`config.mk`:
```
export PLATFORM = sky130hd
export DESIGN_NAME = wb_arbiter
export DESIGN_NICKNAME = d
export VERILOG_FILES = /design/src/rtl/wb_arbiter.sv
export SDC_FILE = /design/constraint.sdc
export NUM_CORES = 1
export LEC_CHECK = 0
export CELL_PAD_IN_SITES_DETAIL_PLACEMENT = 0
export CELL_PAD_IN_SITES_GLOBAL_PLACEMENT = 1
export CORE_AREA = 3 3 181 183
export CTS_CLUSTER_SIZE = 10
export DETAILED_ROUTE_END_ITERATION = 8
export DIE_AREA = 0 0 184 186
export PLACE_DENSITY = 0.85
export RECOVER_POWER = 25
export SLEW_MARGIN = 20
export SYNTH_ARGS = -nofsm -noshare
export SYNTH_HDL_FRONTEND = slang
export SYNTH_SLANG_ARGS = --single-unit
```
`constraint.sdc`:
```
create_clock -name clk -period 7.5 [get_ports clk]
set_input_delay 1.125 -clock clk [delete_from_list [all_inputs] [get_ports clk]]
set_output_delay 1.125 -clock clk [all_outputs]
set_load 0.005 [all_outputs]
```
`src/rtl/wb_arbiter.sv`:
```
// Write-back arbiter: three producer FIFOs (alu/fpu/mem) drained onto two register-file
// write ports with round-robin priority, same-address conflict avoidance and pending-write lookup.
module wb_arbiter #(
  parameter int DEPTH     = 2,
  parameter int ADDR_W    = 6,
  parameter int DATA_W    = 32,
  parameter bit DROP_ZERO = 1'b1
) (
  input  logic              clk,
  input  logic              rst,
  input  logic              alu_valid,
  output logic              alu_ready,
  input  logic [ADDR_W-1:0] alu_addr,
  input  logic [DATA_W-1:0] alu_data,
  input  logic              fpu_valid,
  output logic              fpu_ready,
  input  logic [ADDR_W-1:0] fpu_addr,
  input  logic [DATA_W-1:0] fpu_data,
  input  logic              mem_valid,
  output logic              mem_ready,
  input  logic [ADDR_W-1:0] mem_addr,
  input  logic [DATA_W-1:0] mem_data,
  output logic              we1,
  output logic [ADDR_W-1:0] aw1,
  output logic [DATA_W-1:0] wd1,
  output logic              we2,
  output logic [ADDR_W-1:0] aw2,
  output logic [DATA_W-1:0] wd2,
  input  logic [ADDR_W-1:0] q1_addr,
  input  logic [ADDR_W-1:0] q2_addr,
  output logic              q1_hit,
  output logic              q2_hit,
  output logic              busy
);

  localparam int NSRC  = 3;
  localparam int PTR_W = (DEPTH > 1) ? $clog2(DEPTH) : 1;
  localparam int CNT_W = $clog2(DEPTH + 1);

  function automatic logic [PTR_W-1:0] ptr_inc(input logic [PTR_W-1:0] p);
    return (p == PTR_W'(DEPTH - 1)) ? '0 : p + PTR_W'(1);
  endfunction

  logic [NSRC-1:0]   in_valid;
  logic [NSRC-1:0]   in_ready;
  logic [NSRC-1:0]   push;
  logic [NSRC-1:0]   pop;
  logic [NSRC-1:0]   head_valid;
  logic [NSRC-1:0]   hit1_src;
  logic [NSRC-1:0]   hit2_src;
  logic [ADDR_W-1:0] in_addr   [NSRC];
  logic [DATA_W-1:0] in_data   [NSRC];
  logic [ADDR_W-1:0] head_addr [NSRC];
  logic [DATA_W-1:0] head_data [NSRC];

  assign in_valid   = {mem_valid, fpu_valid, alu_valid};
  assign in_addr[0] = alu_addr;
  assign in_addr[1] = fpu_addr;
  assign in_addr[2] = mem_addr;
  assign in_data[0] = alu_data;
  assign in_data[1] = fpu_data;
  assign in_data[2] = mem_data;
  assign alu_ready  = in_ready[0];
  assign fpu_ready  = in_ready[1];
  assign mem_ready  = in_ready[2];

  genvar gi;
  generate
    for (gi = 0; gi < NSRC; gi++) begin : g_fifo
      logic [ADDR_W-1:0] addr_mem [DEPTH];
      logic [DATA_W-1:0] data_mem [DEPTH];
      logic [DEPTH-1:0]  ent_valid_reg;
      logic [DEPTH-1:0]  ent_valid_next;
      logic [PTR_W-1:0]  rd_ptr_reg;
      logic [PTR_W-1:0]  wr_ptr_reg;
      logic [CNT_W-1:0]  count_reg;
      logic              hit1;
      logic              hit2;

      // Ready looks only at the pre-pop count, so a full FIFO never accepts while draining.
      assign in_ready[gi]   = !rst && (count_reg < CNT_W'(DEPTH));
      assign push[gi]       = in_valid[gi] && in_ready[gi];
      assign head_valid[gi] = (count_reg != '0);
      assign head_addr[gi]  = addr_mem[rd_ptr_reg];
      assign head_data[gi]  = data_mem[rd_ptr_reg];

      always_comb begin
        ent_valid_next = ent_valid_reg;
        if (pop[gi]) begin
          ent_valid_next[rd_ptr_reg] = 1'b0;
        end
        if (push[gi]) begin
          ent_valid_next[wr_ptr_reg] = 1'b1;
        end
      end

      always_comb begin
        hit1 = 1'b0;
        hit2 = 1'b0;
        for (int i = 0; i < DEPTH; i++) begin
          if (ent_valid_reg[i] && !(DROP_ZERO && (addr_mem[i] == '0))) begin
            if (addr_mem[i] == q1_addr) hit1 = 1'b1;
            if (addr_mem[i] == q2_addr) hit2 = 1'b1;
          end
        end
      end

      assign hit1_src[gi] = hit1;
      assign hit2_src[gi] = hit2;

      always_ff @(posedge clk) begin
        if (rst) begin
          rd_ptr_reg    <= '0;
          wr_ptr_reg    <= '0;
          count_reg     <= '0;
          ent_valid_reg <= '0;
        end else begin
          if (push[gi]) begin
            addr_mem[wr_ptr_reg] <= in_addr[gi];
            data_mem[wr_ptr_reg] <= in_data[gi];
            wr_ptr_reg           <= ptr_inc(wr_ptr_reg);
          end
          if (pop[gi]) begin
            rd_ptr_reg <= ptr_inc(rd_ptr_reg);
          end
          count_reg     <= count_reg + CNT_W'(push[gi]) - CNT_W'(pop[gi]);
          ent_valid_reg <= ent_valid_next;
        end
      end
    end
  endgenerate

  logic [1:0]        rr_reg;
  logic              sel1;
  logic              sel2;
  logic [1:0]        src1;
  logic [1:0]        src2;
  logic [1:0]        scan;
  logic              drop1;
  logic              drop2;
  logic              we1_reg;
  logic              we2_reg;
  logic [ADDR_W-1:0] aw1_reg;
  logic [ADDR_W-1:0] aw2_reg;
  logic [DATA_W-1:0] wd1_reg;
  logic [DATA_W-1:0] wd2_reg;

  // Scan heads starting at rr; port 2 takes the next head whose address differs from port 1.
  always_comb begin
    sel1 = 1'b0;
    sel2 = 1'b0;
    src1 = 2'd0;
    src2 = 2'd0;
    scan = rr_reg;
    for (int k = 0; k < NSRC; k++) begin
      if (head_valid[scan]) begin
        if (!sel1) begin
          sel1 = 1'b1;
          src1 = scan;
        end else if (!sel2 && (head_addr[scan] != head_addr[src1])) begin
          sel2 = 1'b1;
          src2 = scan;
        end
      end
      scan = (scan == 2'd2) ? 2'd0 : scan + 2'd1;
    end
  end

  always_comb begin
    pop = '0;
    if (sel1) pop[src1] = 1'b1;
    if (sel2) pop[src2] = 1'b1;
  end

  assign drop1 = DROP_ZERO && (head_addr[src1] == '0);
  assign drop2 = DROP_ZERO && (head_addr[src2] == '0);

  always_ff @(posedge clk) begin
    if (rst) begin
      rr_reg  <= 2'd0;
      we1_reg <= 1'b0;
      we2_reg <= 1'b0;
      aw1_reg <= '0;
      aw2_reg <= '0;
      wd1_reg <= '0;
      wd2_reg <= '0;
    end else begin
      we1_reg <= sel1 && !drop1;
      we2_reg <= sel2 && !drop2;
      if (sel1) begin
        aw1_reg <= head_addr[src1];
        wd1_reg <= head_data[src1];
        rr_reg  <= (src1 == 2'd2) ? 2'd0 : src1 + 2'd1;
      end
      if (sel2) begin
        aw2_reg <= head_addr[src2];
        wd2_reg <= head_data[src2];
      end
    end
  end

  assign we1    = we1_reg;
  assign we2    = we2_reg;
  assign aw1    = aw1_reg;
  assign aw2    = aw2_reg;
  assign wd1    = wd1_reg;
  assign wd2    = wd2_reg;
  assign q1_hit = |hit1_src;
  assign q2_hit = |hit2_src;
  assign busy   = (|head_valid) || we1_reg || we2_reg;

endmodule

```
Word-level counts from Yosys, hierarchy flattened
Memory sizes are Yosys's and may differ from the RTL's. A register that Yosys moved wholly into a read port is not among the register bits.
Cells that the tools add are included.

word-level totals
  memories = 6
  input port bits = 131
  output and inout bits = 84
  register bits after elaboration = 98
  memory bits (writable) = 228
  word-level logic and storage cells = 278

operators by class
  muxes and demuxes = 128
  bitwise gates (word level) = 16
  $lt $le $gt $ge = 28
  $add $sub $neg = 15
  equal/unequal tests = 17
  reduce and logical (&&, ||, !) cells = 49

memories
  memory              words  width  rd ports  clocked after Yosys merged registers in  wr ports  RTL line  RTL
  g_fifo[0].data_mem  2      32     1         1                                        1         71        logic [DATA_W-1:0] data_mem [DEPTH];
  g_fifo[1].data_mem  2      32     1         1                                        1         71
  g_fifo[2].data_mem  2      32     1         1                                        1         71
  g_fifo[0].addr_mem  2      6      3         1                                        1         70        logic [ADDR_W-1:0] addr_mem [DEPTH];
  g_fifo[1].addr_mem  2      6      3         1                                        1         70
  g_fifo[2].addr_mem  2      6      3         1                                        1         70

operators by type and width
  cell                                                         count
  binary-select mux 32 bit (select 2 bit)                      2
  two-way mux 32 bit                                           4
  binary-select mux 6 bit (select 2 bit)                       6
  equality test 6 bit                                          12
  two-way mux 6 bit                                            12
  two-way mux 1 bit                                            71
  zero test 6 bit                                              8
  two-way mux 2 bit                                            20
  logical AND 1 bit                                            23
  >= comparator 3 bit (second input constant)                  6
  inverter 2 -> 3 bit                                          6
  less-than comparator 2 x 3 -> 1 bit (second input constant)  5
  less-than comparator 1 x 2 -> 1 bit (second input constant)  6
  != test 6 bit                                                2
  zero test 1 bit                                              10
  OR reduction 3 bit                                           3
  adder 1 bit (second input constant)                          6
  adder 2 x 1 -> 2 bit                                         3
  adder 2 x 1 -> 2 bit (second input constant)                 3
  bitwise AND 2 bit                                            3
  binary-select mux 1 bit (select 2 bit)                       3
  demux 1 bit (select 1 bit)                                   6
  equality test 2 bit (second input constant)                  3
  >= comparator 1 bit (second input constant)                  6
  10 further kinds                                             24

Longest topological paths before layout
  word-level depth = 26
  depth in mapped cells = 17
  depth with buffers taken out = 14

Least setup slack after synthesis
Ideal clock, no wire load.

  path type = input to register
  start = input port rst
  end = memory g_fifo[2].addr_mem[0][0] (enable)
  required time = 7061 ps
  path slack = 3616 ps
  setup time = 439 ps
  arrival = 3444 ps
  cell stages on the path = 4
  buffers on the path = 1
  cell sequence = clkbuf_1 -> nor2_1 -> and2_1 -> nor2b_1

on the way
  word-level cells in the longest chain between the ends = 6

RTL lines
  element                                  RTL line  RTL
  start: declaration                       10        input logic rst,
  zero test 1 bit                          81        assign in_ready[gi] = !rst && (count_reg < CNT_W'(DEPTH));
  logical AND 1 bit                        81
  net mem_ready                            20        output logic mem_ready,
  logical AND 1 bit                        82        assign push[gi] = in_valid[gi] && in_ready[gi];
  net push[2]                              46        logic [NSRC-1:0] push;
  two-way mux 1 bit                        118       if (push[gi]) begin
  two-way mux 1 bit                        112       if (rst) begin
  two-way mux 1 bit (not written as such)  119       addr_mem[wr_ptr_reg] <= in_addr[gi];
  end: declaration                         70

The timed path passes the listed nets, and every way through them passes these cells.

==> flow_summary.ini <==
[run_status]
outcome = finished clean

[cells_and_area]
nets = 1516
multi_input_area_sq_um = 5713
seqCellArea_sq_um = 8872
largest_reg_flops = 192
n_fill_cell = 2484
reg_top3 = g_fifo.data_mem x192, g_fifo.addr_mem x36
largest-register = g_fifo.data_mem
syn2layout_area_growth_pct = 24.77
drive_above_1_share_pct = 13.79

[global_route]
grt_start_max_net_pins = 43
grt_pass1_wl_um = 66900
grt_pass1_vias = 11190
antenna_found_initial = 2
grt_overflow = 0
grt_usage_pct = 25.47

[route]
drtIter0Drc = 1256
wl_per_cell_um = 24.42
totalWireLength_um = 44370
dr.pass1.iters = 7
drc = 0
avgViaCountPerCell = 6.126
num_vias = 11130
final_antenna_net_count = 0

[synthesis]
synth_area_sq_um = 14940
syn_avg_cell_area_sq_um = 12.53
synth_cell_types = 76
yosys_warnings = 0
synth_edf_count = 228
synthCells = 1192
async_flop_share_pct = 0
ys_seq_area_share_pct = 59.37
synthFlopType = edfxtp_1
syn_nets = 1326
ys_seq_elements = 329

[clock_network]
htreeDepth = 2
cts-hold-fix-buffers = 0
postCtsSetupBuffers = 0
cts_tree = built
clock-sinks = 329
clk_latency_ps = 550
post_cts_resized = 0
path_clk_slew_ps = 60
clock_path_buffers = 3
cts-root-buf = clkbuf_16
cts_buffers = 40

[die]
coreArea_sq_um = 31390
die_h_um = 186
initial_core_util_pct = 47.58
std_cell_rows = 65
ioPinCount = 215
dieWidth_um = 184
die_area_sq_um = 34220

[sta]
relSlewSlack_pct = 32.39
setup_violations = 0
finalHoldViolCount = 0
whs_ps = 477.0
drv_slew = 0
fin_tns_setup_ps = 0
rsz0062_at_grt = no
period_minus_slack_ps = 4827
worst_pin_slew_ps = 1014
fmax_ghz = 0.2072
fin_worst_skew_ps = 25.31
post-route-period-util_pct = 64.36

[power]
switching_share_pct = 38.88
max-vdd-ir-drop_v = 0.0002627
pwr-share-seq_pct = 32.2
powerDensity_nw_per_um2 = 411.9
power.internal_mw = 4.693
p_sw_mw = 2.985
clockPowerShare_pct = 23.3
power_leakage_nw = 6.278
comb_power_share_pct = 44.4

[critical_path]
cp.required_ps = 7940
path_class = flop to flop
critPathArrivalTime_ps = 5270
endpoint_kind = flop
crit_fanout = 26
startpoint_type = flop

[worst_hold_path]
holdCritPathClass = flop to flop
holdCritStartpoint = g_fifo[1].wr_ptr_reg

[run]
maxCapViolations = 0

[placement]
numPortBuffers = 214
gp_congestion = 0.9242
dp_hpwl_um = 29640
-- kinds of logic (layout without fill, tap and decap cells) --
| kind of cell | after synthesis | count (layout) | synth area share, % |
|---|---|---|---|
| fa+ha+maj | 3 | 3 | 0.2513 |
| flops | 329 | 329 | 59.37 |
| mux | 140 | 140 | 10.24 |
| compound gates | 290 | 290 | 13.80 |
| other cells | 0 | 1 | 0 |
| simple gates | 247 | 247 | 8.100 |
| xor+xnor | 92 | 92 | 5.395 |
| buf+inv | 91 | 313 | 2.840 |
-- critical path, cell delays in order (launching register included) --
cell      delay [ps]
dfxtp_2          870
mux2i_1          640
mux2i_1          150
o21ai_1          190
nor3_1            90
nor4b_2          330
a31o_2           340
or3_1            390
o31ai_4          120
buf_4            290
nor2_4           490
buf_4            420
a21oi_1          130
a311oi_2         240
-- metrics by stage --
step | cells | power (mW) | setup slack, ps | util [%] | area, sq um
after floorplan | 1192 | 4.670 | 3616 | - | 14940
after global placement | 1741 | 5.781 | 2724 | 55.34 | 17370
after detailed placement | 1741 | 5.823 | 2712 | 55.35 | 17380
after CTS | 1815 | 7.636 | 2700 | 59.25 | 18600
after global routing | 1817 | 8.082 | 2368 | 59.37 | 18640
final | 1817 | 7.677 | 2673 | 59.37 | 18640
-- power by group through the flow --
| stage | Combinational (mW) | Sequential, mW | Clock (mW) |
|---|---|---|---|
| 3_3_place_gp | 3.28 | 2.50 | 0 |
| 5_1_grt | 3.69 | 2.50 | 1.90 |
| 2_1_floorplan | 2.27 | 2.40 | 0 |
| 6_report | 3.41 | 2.47 | 1.79 |
| 4_1_cts | 3.35 | 2.47 | 1.81 |
| 3_5_place_dp | 3.32 | 2.50 | 0 |
-- path summary, 6_finish.rpt --
path,endpoint,slack (ps),cells past startpoint
min reg2reg,g_fifo[1].wr_ptr_reg,480,2
min,g_fifo[1].wr_ptr_reg,480,2
max reg2reg,we2,2670,13
max,we2,2670,13
-- synth_stat cells, types with 4 or more instances --
master / n / area [sq um]
edfxtp_1: 228 / 6847
dfxtp_1: 101 / 2022
nor2_1: 83 / 311.6
a21oi_1: 82 / 410.4
mux2_2: 78 / 878.3
mux2i_1: 56 / 560.5
xnor2_1: 55 / 481.7
clkbuf_1: 54 / 202.7
o21ai_0: 52 / 260.3
nand2_1: 47 / 176.4
xor2_1: 37 / 324.1
nor3_1: 27 / 135.1
a222oi_1: 24 / 240.2
o221ai_1: 24 / 210.2
nand3_1: 19 / 95.09
a221oi_1: 18 / 157.7
o22ai_1: 17 / 106.4
nand4_1: 13 / 81.33
buf_2: 12 / 60.06
nor4_1: 12 / 75.07
or4_1: 9 / 67.56
buf_4: 8 / 60.06
a221oi_2: 7 / 105.1
a211oi_1: 6 / 45.04
a31oi_1: 6 / 37.54
buf_1: 6 / 22.52
inv_1: 6 / 22.52
nor2b_1: 6 / 37.54
a21o_1: 5 / 37.54
buf_6: 5 / 56.30
mux2i_2: 5 / 68.82
o21ai_1: 5 / 25.02
or3_1: 5 / 31.28
nand2b_1: 4 / 25.02
o21a_1: 4 / 30.03
o31ai_1: 4 / 30.03
-- cells in the final DEF, fill, tap and decap left out, types with 4 or more instances in the layout --
cell type        netlist  layout
o21a_1                 4       4
a221oi_2               7       7
a21o_1                 5       5
mux2_2                78      78
o221ai_1              24      24
clkbuf_1              54      26
o21ai_1                5       5
mux2i_2                5       5
dfxtp_1              101      98
mux2i_1               56      56
nand3_1               19      19
or4_1                  9       9
edfxtp_1             228     228
o22ai_1               17      17
a221oi_1              18      18
a211oi_1               6       6
xnor2_1               55      55
nor2_1                83      81
nand2_1               47      47
nand4_1               13      13
nor2b_1                6       5
nand2b_1               4       4
clkbuf_16              0      40
a21oi_1               82      79
o31ai_1                4       4
o21ai_0               52      52
or3_1                  5       5
inv_1                  6       5
clkdlybuf4s50_1        0     130
nor3_1                27      26
a222oi_1              24      24
nor4_1                12      12
dlygate4sd3_1          0      83
xor2_1                37      37
a31oi_1                6       6
buf_4                  8      18
-- cell type report --
class | count | share of cell area, %
sequential | 329 | 47.61
multi-input combinational | 772 | 30.65
timing repair buffer | 233 | 12.34
clock buffer | 67 | 5.968
tap | 402 | 2.699
clock inverter | 7 | 0.5975
inverter | 6 | 0.1208
antenna | 1 | 0.01343
-- metal layers --
metal  GRT usage (%)  share of wire (%)
met1           35.03                 42
met2           42.02                 48
met3           3.557                6.9
met4           8.346                2.7
met5               0              0.016
Note: power is estimated with default switching activity, not from simulation.
